[config.mk]
export PLATFORM = sky130hd
export DESIGN_NAME = rand_spawn_sched
export DESIGN_NICKNAME = d
export VERILOG_FILES = /design/src/rtl/rand_spawn_pkg.sv /design/src/rtl/rand_spawn_sched_bit_deser.sv /design/src/rtl/rand_spawn_sched.sv
export SDC_FILE = /design/constraint.sdc
export NUM_CORES = 1
export LEC_CHECK = 0
export ABC_AREA = 0
export BUFFER_PORTS_ARGS = -buffer_cell sky130_fd_sc_hd__clkbuf_2
export CAP_MARGIN = 20
export CORE_MARGIN = 2
export CORE_UTILIZATION = 50
export CTS_BUF_LIST = sky130_fd_sc_hd__clkbuf_2
export CTS_CLUSTER_DIAMETER = 120
export CTS_CLUSTER_SIZE = 28
export DETAILED_ROUTE_END_ITERATION = 7
export MAX_ROUTING_LAYER = met4
export PLACE_DENSITY = 0.66
export SETUP_SLACK_MARGIN = 0.5
export SYNTH_ARGS = -nofsm -noshare
export SYNTH_HDL_FRONTEND = slang
export SYNTH_HIERARCHICAL = 1
export SYNTH_SLANG_ARGS = --single-unit
[constraint.sdc]
create_clock -name clk -period 3.6 [get_ports clk]
set_clock_uncertainty 0.1 [all_clocks]
set_input_delay 0.72 -clock clk [delete_from_list [all_inputs] [get_ports clk]]
set_output_delay 0.72 -clock clk [all_outputs]
set_load 0.01 [all_outputs]
[src/rtl/rand_spawn_pkg.sv]
// Shared types and defaults for the random obstacle spawn scheduler.
package rand_spawn_pkg;

  typedef enum logic [1:0] {
    IDLE    = 2'd0,
    COLLECT = 2'd1,
    GAP     = 2'd2,
    OFFER   = 2'd3
  } state_e;

  localparam int WORD_W_DEF  = 8;
  localparam int LANE_W_DEF  = 2;
  localparam int GAP_MIN_DEF = 16;

  // Gap field is the low (word_w - lane_w) bits of the word.
  function automatic int unsigned gap_of(
    input int unsigned w,
    input int unsigned word_w,
    input int unsigned lane_w,
    input int unsigned gmin
  );
    int unsigned mask;
    mask = (32'd1 << (word_w - lane_w)) - 32'd1;
    return gmin + (w & mask);
  endfunction

endpackage

[src/rtl/rand_spawn_sched_bit_deser.sv]
// Serial-to-parallel collector: WORD_W bit shift register plus bit counter.
module bit_deser
  import rand_spawn_pkg::*;
#(
  parameter int WORD_W = WORD_W_DEF
) (
  input  logic              clk,
  input  logic              rst,
  input  logic              shift_en,
  input  logic              clr,
  input  logic              bit_in,
  output logic [WORD_W-1:0] word,
  output logic              word_done
);

  localparam int CW = (WORD_W > 2) ? $clog2(WORD_W) : 1;

  logic [WORD_W-1:0] shreg_q;
  logic [CW-1:0]     cnt_q;

  // word is the value after this edge's shift, so it is valid with word_done
  assign word      = {shreg_q[WORD_W-2:0], bit_in};
  assign word_done = shift_en && (cnt_q == CW'(WORD_W - 1));

  always_ff @(posedge clk) begin
    if (!rst) begin
      shreg_q <= '0;
      cnt_q   <= '0;
    end else if (clr) begin
      cnt_q <= '0;
    end else if (shift_en) begin
      shreg_q <= word;
      cnt_q   <= word_done ? '0 : cnt_q + 1'b1;
    end
  end

endmodule

[src/rtl/rand_spawn_sched.sv]
// Turns the serial random bitstream into lane/delay spawn requests.
// Optional lane guard: define RAND_SPAWN_LANE_GUARD_EN.
module rand_spawn_sched
  import rand_spawn_pkg::*;
#(
  parameter int WORD_W  = WORD_W_DEF,
  parameter int LANE_W  = LANE_W_DEF,
  parameter int GAP_MIN = GAP_MIN_DEF
) (
  input  logic              clk,
  input  logic              rst,
  input  logic              enable,
  input  logic              bit_in,
  output logic              spawn_valid,
  input  logic              spawn_ready,
  output logic [LANE_W-1:0] spawn_lane,
  output logic              busy
);

  localparam int GW = WORD_W - LANE_W + 8;

  state_e            state_q, state_d;
  logic [GW-1:0]     gap_q, gap_d;
  logic [LANE_W-1:0] lane_q, lane_d;
  logic [LANE_W-1:0] field, lane_pick;
  logic [WORD_W-1:0] word;
  logic              word_done;
  logic              shift_en, clr, hs;

  assign hs       = (state_q == OFFER) && spawn_ready;
  assign shift_en = (state_q == COLLECT) && enable;
  assign clr      = (state_q == IDLE) || hs;
  assign field    = word[WORD_W-1 -: LANE_W];

  bit_deser #(.WORD_W(WORD_W)) u_deser (
    .clk      (clk),
    .rst      (rst),
    .shift_en (shift_en),
    .clr      (clr),
    .bit_in   (bit_in),
    .word     (word),
    .word_done(word_done)
  );

`ifdef RAND_SPAWN_LANE_GUARD_EN
  logic [LANE_W-1:0] prev_q;
  logic              prev_ok_q;

  // Bump to the next lane so consecutive spawns never share one
  assign lane_pick = (prev_ok_q && field == prev_q) ?
                     field + LANE_W'(1) : field;

  always_ff @(posedge clk) begin
    if (!rst) begin
      prev_q    <= '0;
      prev_ok_q <= 1'b0;
    end else if (hs) begin
      prev_q    <= lane_q;
      prev_ok_q <= 1'b1;
    end
  end
`else
  assign lane_pick = field;
`endif

  always_ff @(posedge clk) begin
    if (!rst) state_q <= IDLE;
    else      state_q <= state_d;
  end

  always_comb begin
    state_d = state_q;
    unique case (state_q)
      IDLE:    if (enable) state_d = COLLECT;
      COLLECT: if (word_done) state_d = GAP;
      GAP:     if (enable && gap_q == '0) state_d = OFFER;
      OFFER:   if (spawn_ready) state_d = COLLECT;
    endcase
  end

  always_comb begin
    spawn_valid = (state_q == OFFER);
    busy        = (state_q != IDLE);
    spawn_lane  = lane_q;
  end

  always_comb begin
    gap_d  = gap_q;
    lane_d = lane_q;
    if (word_done) begin
      gap_d  = GW'(gap_of(32'(word), WORD_W, LANE_W, GAP_MIN));
      lane_d = lane_pick;
    end else if (state_q == GAP && enable && gap_q != '0) begin
      gap_d = gap_q - 1'b1;
    end
  end

  always_ff @(posedge clk) begin
    if (!rst) begin
      gap_q  <= '0;
      lane_q <= '0;
    end else begin
      gap_q  <= gap_d;
      lane_q <= lane_d;
    end
  end

endmodule

Word-level counts from Yosys, hierarchy flattened

Cells that the tools add are included.

Register bits: 28
Logic and storage cells: 41
Bits in latches: 0
Output and inout port bits: 4
Input port bits: 5
Memories: 0
Memory bits (read-only): 0
Memory bits (writable): 0

$add $sub $neg: 3
Multiplexer cells: 8
Bitwise operators: 2
Divide/modulo/power cells: 0
Shifts and indexed selects: 0
Multipliers: 0
$lt $le $gt $ge: 0
Reductions and logical operators: 15
Eq/ne operators: 8

Operator list:

| cell                                               | count |
|---|---|
| 2-to-1 mux 14 bit                                  | 2 |
| zero test 14 bit                                   | 1 |
| nonzero test 14 bit                                | 1 |
| subtractor 14 x 1 -> 14 bit, second input constant | 1 |
| 2-to-1 mux 2 bit                                   | 4 |
| case mux 2 bit (4 select lines)                    | 1 |
| adder 5 x 6 -> 7 bit, first input constant         | 1 |
| logical AND 1 bit                                  | 6 |
| == test 2 bit, second input constant               | 2 |
| != test 2 x 1 -> 1 bit, second input constant      | 2 |
| != test 2 bit, second input constant               | 2 |
| AND reduction 4 bit                                | 1 |
| nonzero test 2 bit                                 | 2 |
| adder 3 x 1 -> 3 bit, second input constant        | 1 |
| == test 3 bit, second input constant               | 1 |
| 2-to-1 mux 3 bit                                   | 1 |
| == test 2 x 1 -> 1 bit, second input constant      | 1 |
| zero test 2 bit                                    | 1 |
| inverter 1 bit                                     | 2 |
| AND reduction 2 bit                                | 1 |
| OR reduction 2 bit                                 | 1 |
| logical OR 1 bit                                   | 1 |

Logic depth before layout (Yosys ltp)

Depth in word-level cells: 5
Mapped depth: 10
Mapped depth without buffers: 8

Hierarchy

The synthesis kept the hierarchy.

By module, submodules not included:

| module           | cells each | area an instance (µm²) | instances | sequential area each (µm²) |
|---|---|---|---|---|
| rand_spawn_sched | 130        | 1137.3                 | 1         | 360.3 |
| bit_deser        | 47         | 456.7                  | 1         | 200.2 |

Worst setup path before layout

OpenSTA, ideal clock, no wires.

Path kind: input port to flip-flop
Start: input enable
End: register state_q[1]
Data required time: 3.378 ns
Library setup time: 0.122 ns
Slack: 1.092 ns
Buffers on the path: 2
Cell stages on the path: 8
Arrival: 2.286 ns
Cell sequence: and2_1 -> buf_6 -> and2_1 -> clkbuf_1 -> inv_1 -> a222oi_1 -> mux2i_1 -> a311o_1

Word-level cells in the longest chain between the ends: 4

Ends and longest elaborated chain:

| what                                    | RTL line                         | RTL |
|---|---|---|
| start, declared                         | rand_spawn_sched.sv:12           | `input logic enable,` |
| logical AND 1 bit                       | rand_spawn_sched.sv:31           | `assign shift_en = (state_q == COLLECT) && enable;` |
| logical AND 1 bit                       | rand_spawn_sched_bit_deser.sv:23 | `assign word_done = shift_en && (cnt_q == CW'(WORD_W - 1));` |
| net word_done                           | rand_spawn_sched.sv:27           | `logic word_done;` |
| != test 2 x 1 -> 1 bit (no source line) | -                                |  |
| AND reduction 4 bit (no source line)    | -                                |  |
| end signal, assigned                    | rand_spawn_sched.sv:68           | `else state_q <= state_d;` |
| end, declared                           | rand_spawn_sched.sv:22           | `state_e state_q, state_d;` |

The timed path passes the listed nets, and every way through them passes these cells.
A chain may end at the register's enable or synchronous reset.

Worst setup path after layout

Start: register state_q[1]
End: register state_q[1]

Word-level cells in the longest chain between the ends: 5

Ends and longest elaborated chain:

| what                                    | RTL line                         | RTL |
|---|---|---|
| == test 2 x 1 -> 1 bit                  | rand_spawn_sched.sv:31           |  |
| logical AND 1 bit                       | rand_spawn_sched.sv:31           |  |
| net shift_en                            | rand_spawn_sched.sv:28           | `logic shift_en, clr, hs;` |
| logical AND 1 bit                       | rand_spawn_sched_bit_deser.sv:23 |  |
| net word_done                           | rand_spawn_sched.sv:27           |  |
| != test 2 x 1 -> 1 bit (no source line) | -                                |  |
| AND reduction 4 bit (no source line)    | -                                |  |

The timed path passes the listed nets, and every way through them passes these cells.

==> results.toml <==
[run_status]
status = "complete, no violations"

[logic_synthesis]
ys.flop_type = "dfxtp_1"
synth.cell_area_mm2 = 0.00159
yosysMostFrequentCell = "dfxtp_1"
synthMuxAreaShare_pct = 3.85
yosysTopAreaCell = "dfxtp_1"
synth_area_leaders = "dfxtp_1 35%, ha_1 6.3%, a21boi_2 4.9%"
synth_compound_area_share_pct = 23.1
synth_top_cells_by_count = "28 x dfxtp_1, 19 x nand2_1, 11 x inv_1, 11 x nor2_1"
ys_types = 55
syn_nets = 190
synth_top_area_share_pct = 35.2
async_reset_ff_share_pct = 0
synth_adder_area_share_pct = 6.28
synth-edff-count = 0
synth_xor_area_share_pct = 0
ys_warn_count = 6
yosys.area_share.simple_pct = 26.5
synth.avg_cell_area_um2 = 9.01
syn_inst = 177
ys_ff_latch = 28
synth_top_family_by_area = "simple AND/OR/NAND/NOR gates"
seq_area_frac_synth_pct = 35.2

[cts]
clk_pin_slew_ps = 240
cts_made_buffers = 3
insertion_delay_ps = 370
clock-sinks = 28
ctsHoldBuffers = 0
ctsResizeCount = 0
htree_levels = 1
clockBufferDepth = 2
postCtsSetupBuffers = 0
cts_root_buffer = "clkbuf_2"
cts_tree = "built"

[place]
placement.io_buffers = 8
dp_hpwl_mm = 2.30
dp_slack_ps = 569
place_congestion = 0.780

[floorplan]
initial_core_util_pct = 52.2
rows = 20
coreArea_mm2 = 0.00305
die_h_um = 60.5
die_x_um = 60.5
die-area_mm2 = 0.00366
ioPinCount = 9

[route]
dr.pass1.iters = 4
antenna_left = 0
vias_per_cell = 5.88
post-route-drc-count = 0
num_vias = 1318
drt_first_iter_violations = 51
wl_mm = 3.10
wl_per_cell_um = 13.9

[timing]
holdWs_ps = 388
hold_viol_final = 0
finalCritPeriodShare_pct = 78.1
drv_slew = 0
worst_slack_ps = 790
slew_headroom_pct = 42.6
setup_viol = 0
worst_pin_slew_ps = 854
finalCriticalPeriod_ps = 2810
fmax_ghz = 0.356
rsz0062_at_grt = "false"
fin_setup_tns_ps = 0

[cells_and_area]
fin_nets = 195
layout-drive-gt1-share_pct = 20.0
fill_cells = 309
layout-area-overhead-vs-synth_pct = 4.32
antenna_cells = 0

[worst_hold_path]
hold_class = "flip-flop to flip-flop"

[global_route]
antenna_found_initial = 0
grt_max_degree = 20
grt_util_all_layers_pct = 20.0
grt_pass1_wl_mm = 5.38
grt_pass1_vias = 1228
grt_overflow = 0

[power]
total_power_mw = 0.620
leakagePower_nw = 0.626
ir_worst_vdd_mv = 0.215
cellPowerDensity_mw_per_mm2 = 373

[setup_path]
worstSetupStartpointType = "flip-flop"
crit_type = "flip-flop to flip-flop"
cp_data_arrival_time_ps = 2990
critPathMaxFanout = 15
required_ps = 3780
end_kind = "flip-flop"

[run]
cap_violations = 0
final timing paths:
path	slack, ps	startpoint	to	cells after the start
setup reg to reg	790	state_q[1]	state_q[1]	8
hold reg to reg	390	u_deser/shreg_q[6]	u_deser/shreg_q[6]	2
hold / removal	390	u_deser/shreg_q[6]	u_deser/shreg_q[6]	2
setup / recovery	790	state_q[1]	state_q[1]	8
kinds of logic (layout without fill, tap and decap cells):
group | Yosys count | in the layout
AND/OR/NAND/NOR | 69 | 69
AO/OA/AOI/OAI | 47 | 47
flip-flops | 28 | 28
buffers and inverters | 19 | 22
adder cells (fa/ha/maj) | 8 | 8
multiplexers | 6 | 6
worst max-delay path, cell delays in order, from the launching register on:
cell and delay, ps:
dfxtp_1 400, inv_1 110, ha_1 190, and2_1 310
and2_1 330, inv_1 270, a222oi_1 600, mux2i_1 160
a311o_1 280
power by group:
group	leakage, nW	total, mW	internal [mW]	switching [mW]
Sequential	0.226	0.333	0.323	0.0103
Clock	0.0125	0.114	0.0226	0.0912
Combinational	0.388	0.173	0.0739	0.0992
Total	0.626	0.620	0.419	0.201
area by class of cell:
type | instances | area [um^2] | area share, %
multi-input combinational | 130 | 951 | 57.2
inverter | 11 | 41.3 | 2.48
timing repair buffer | 8 | 40.0 | 2.41
clock buffer | 3 | 15.0 | 0.903
sequential | 28 | 561 | 33.7
tap | 44 | 55.1 | 3.31
flip-flops by register name, summed over array words and instances (netlist names):
register         count
gap_q               14
u_deser/shreg_q      7
u_deser/cnt_q        3
spawn_lane           2
state_q              2
cells in the final DEF (no fill, tap or decap), types with 5 or more instances in the layout:
cell type / instances
nor2_1: 11
ha_1: 8
dfxtp_1: 28
or3_1: 5
a21boi_2: 7
clkbuf_2: 11
inv_1: 11
nand2_1: 19
o21ai_0: 8
mux2i_1: 5
a21oi_1: 8
per-stage QoR:
| stage | cell area, um^2 | utilization [%] | cells |
|---|---|---|---|
| final | 1660 | 54.5 | 224 |
| after detailed placement | 1650 | 54.0 | 221 |
| after global placement | 1650 | 54.0 | 221 |
| after global routing | 1660 | 54.5 | 224 |
| after floorplan | 1590 | - | 177 |
| after CTS | 1660 | 54.5 | 224 |
layer usage:
layer / GRT usage [%] / vias to the layer above / share of wire [%]
met3: 3.20 / 5 / 2.9
li1: - / 655 / -
met1: 26.1 / 637 / 47
met5: - / - / 0
met4: 6.52 / 0 / 1.3
met2: 31.8 / 21 / 49
Power figures use the tool's default switching activity.
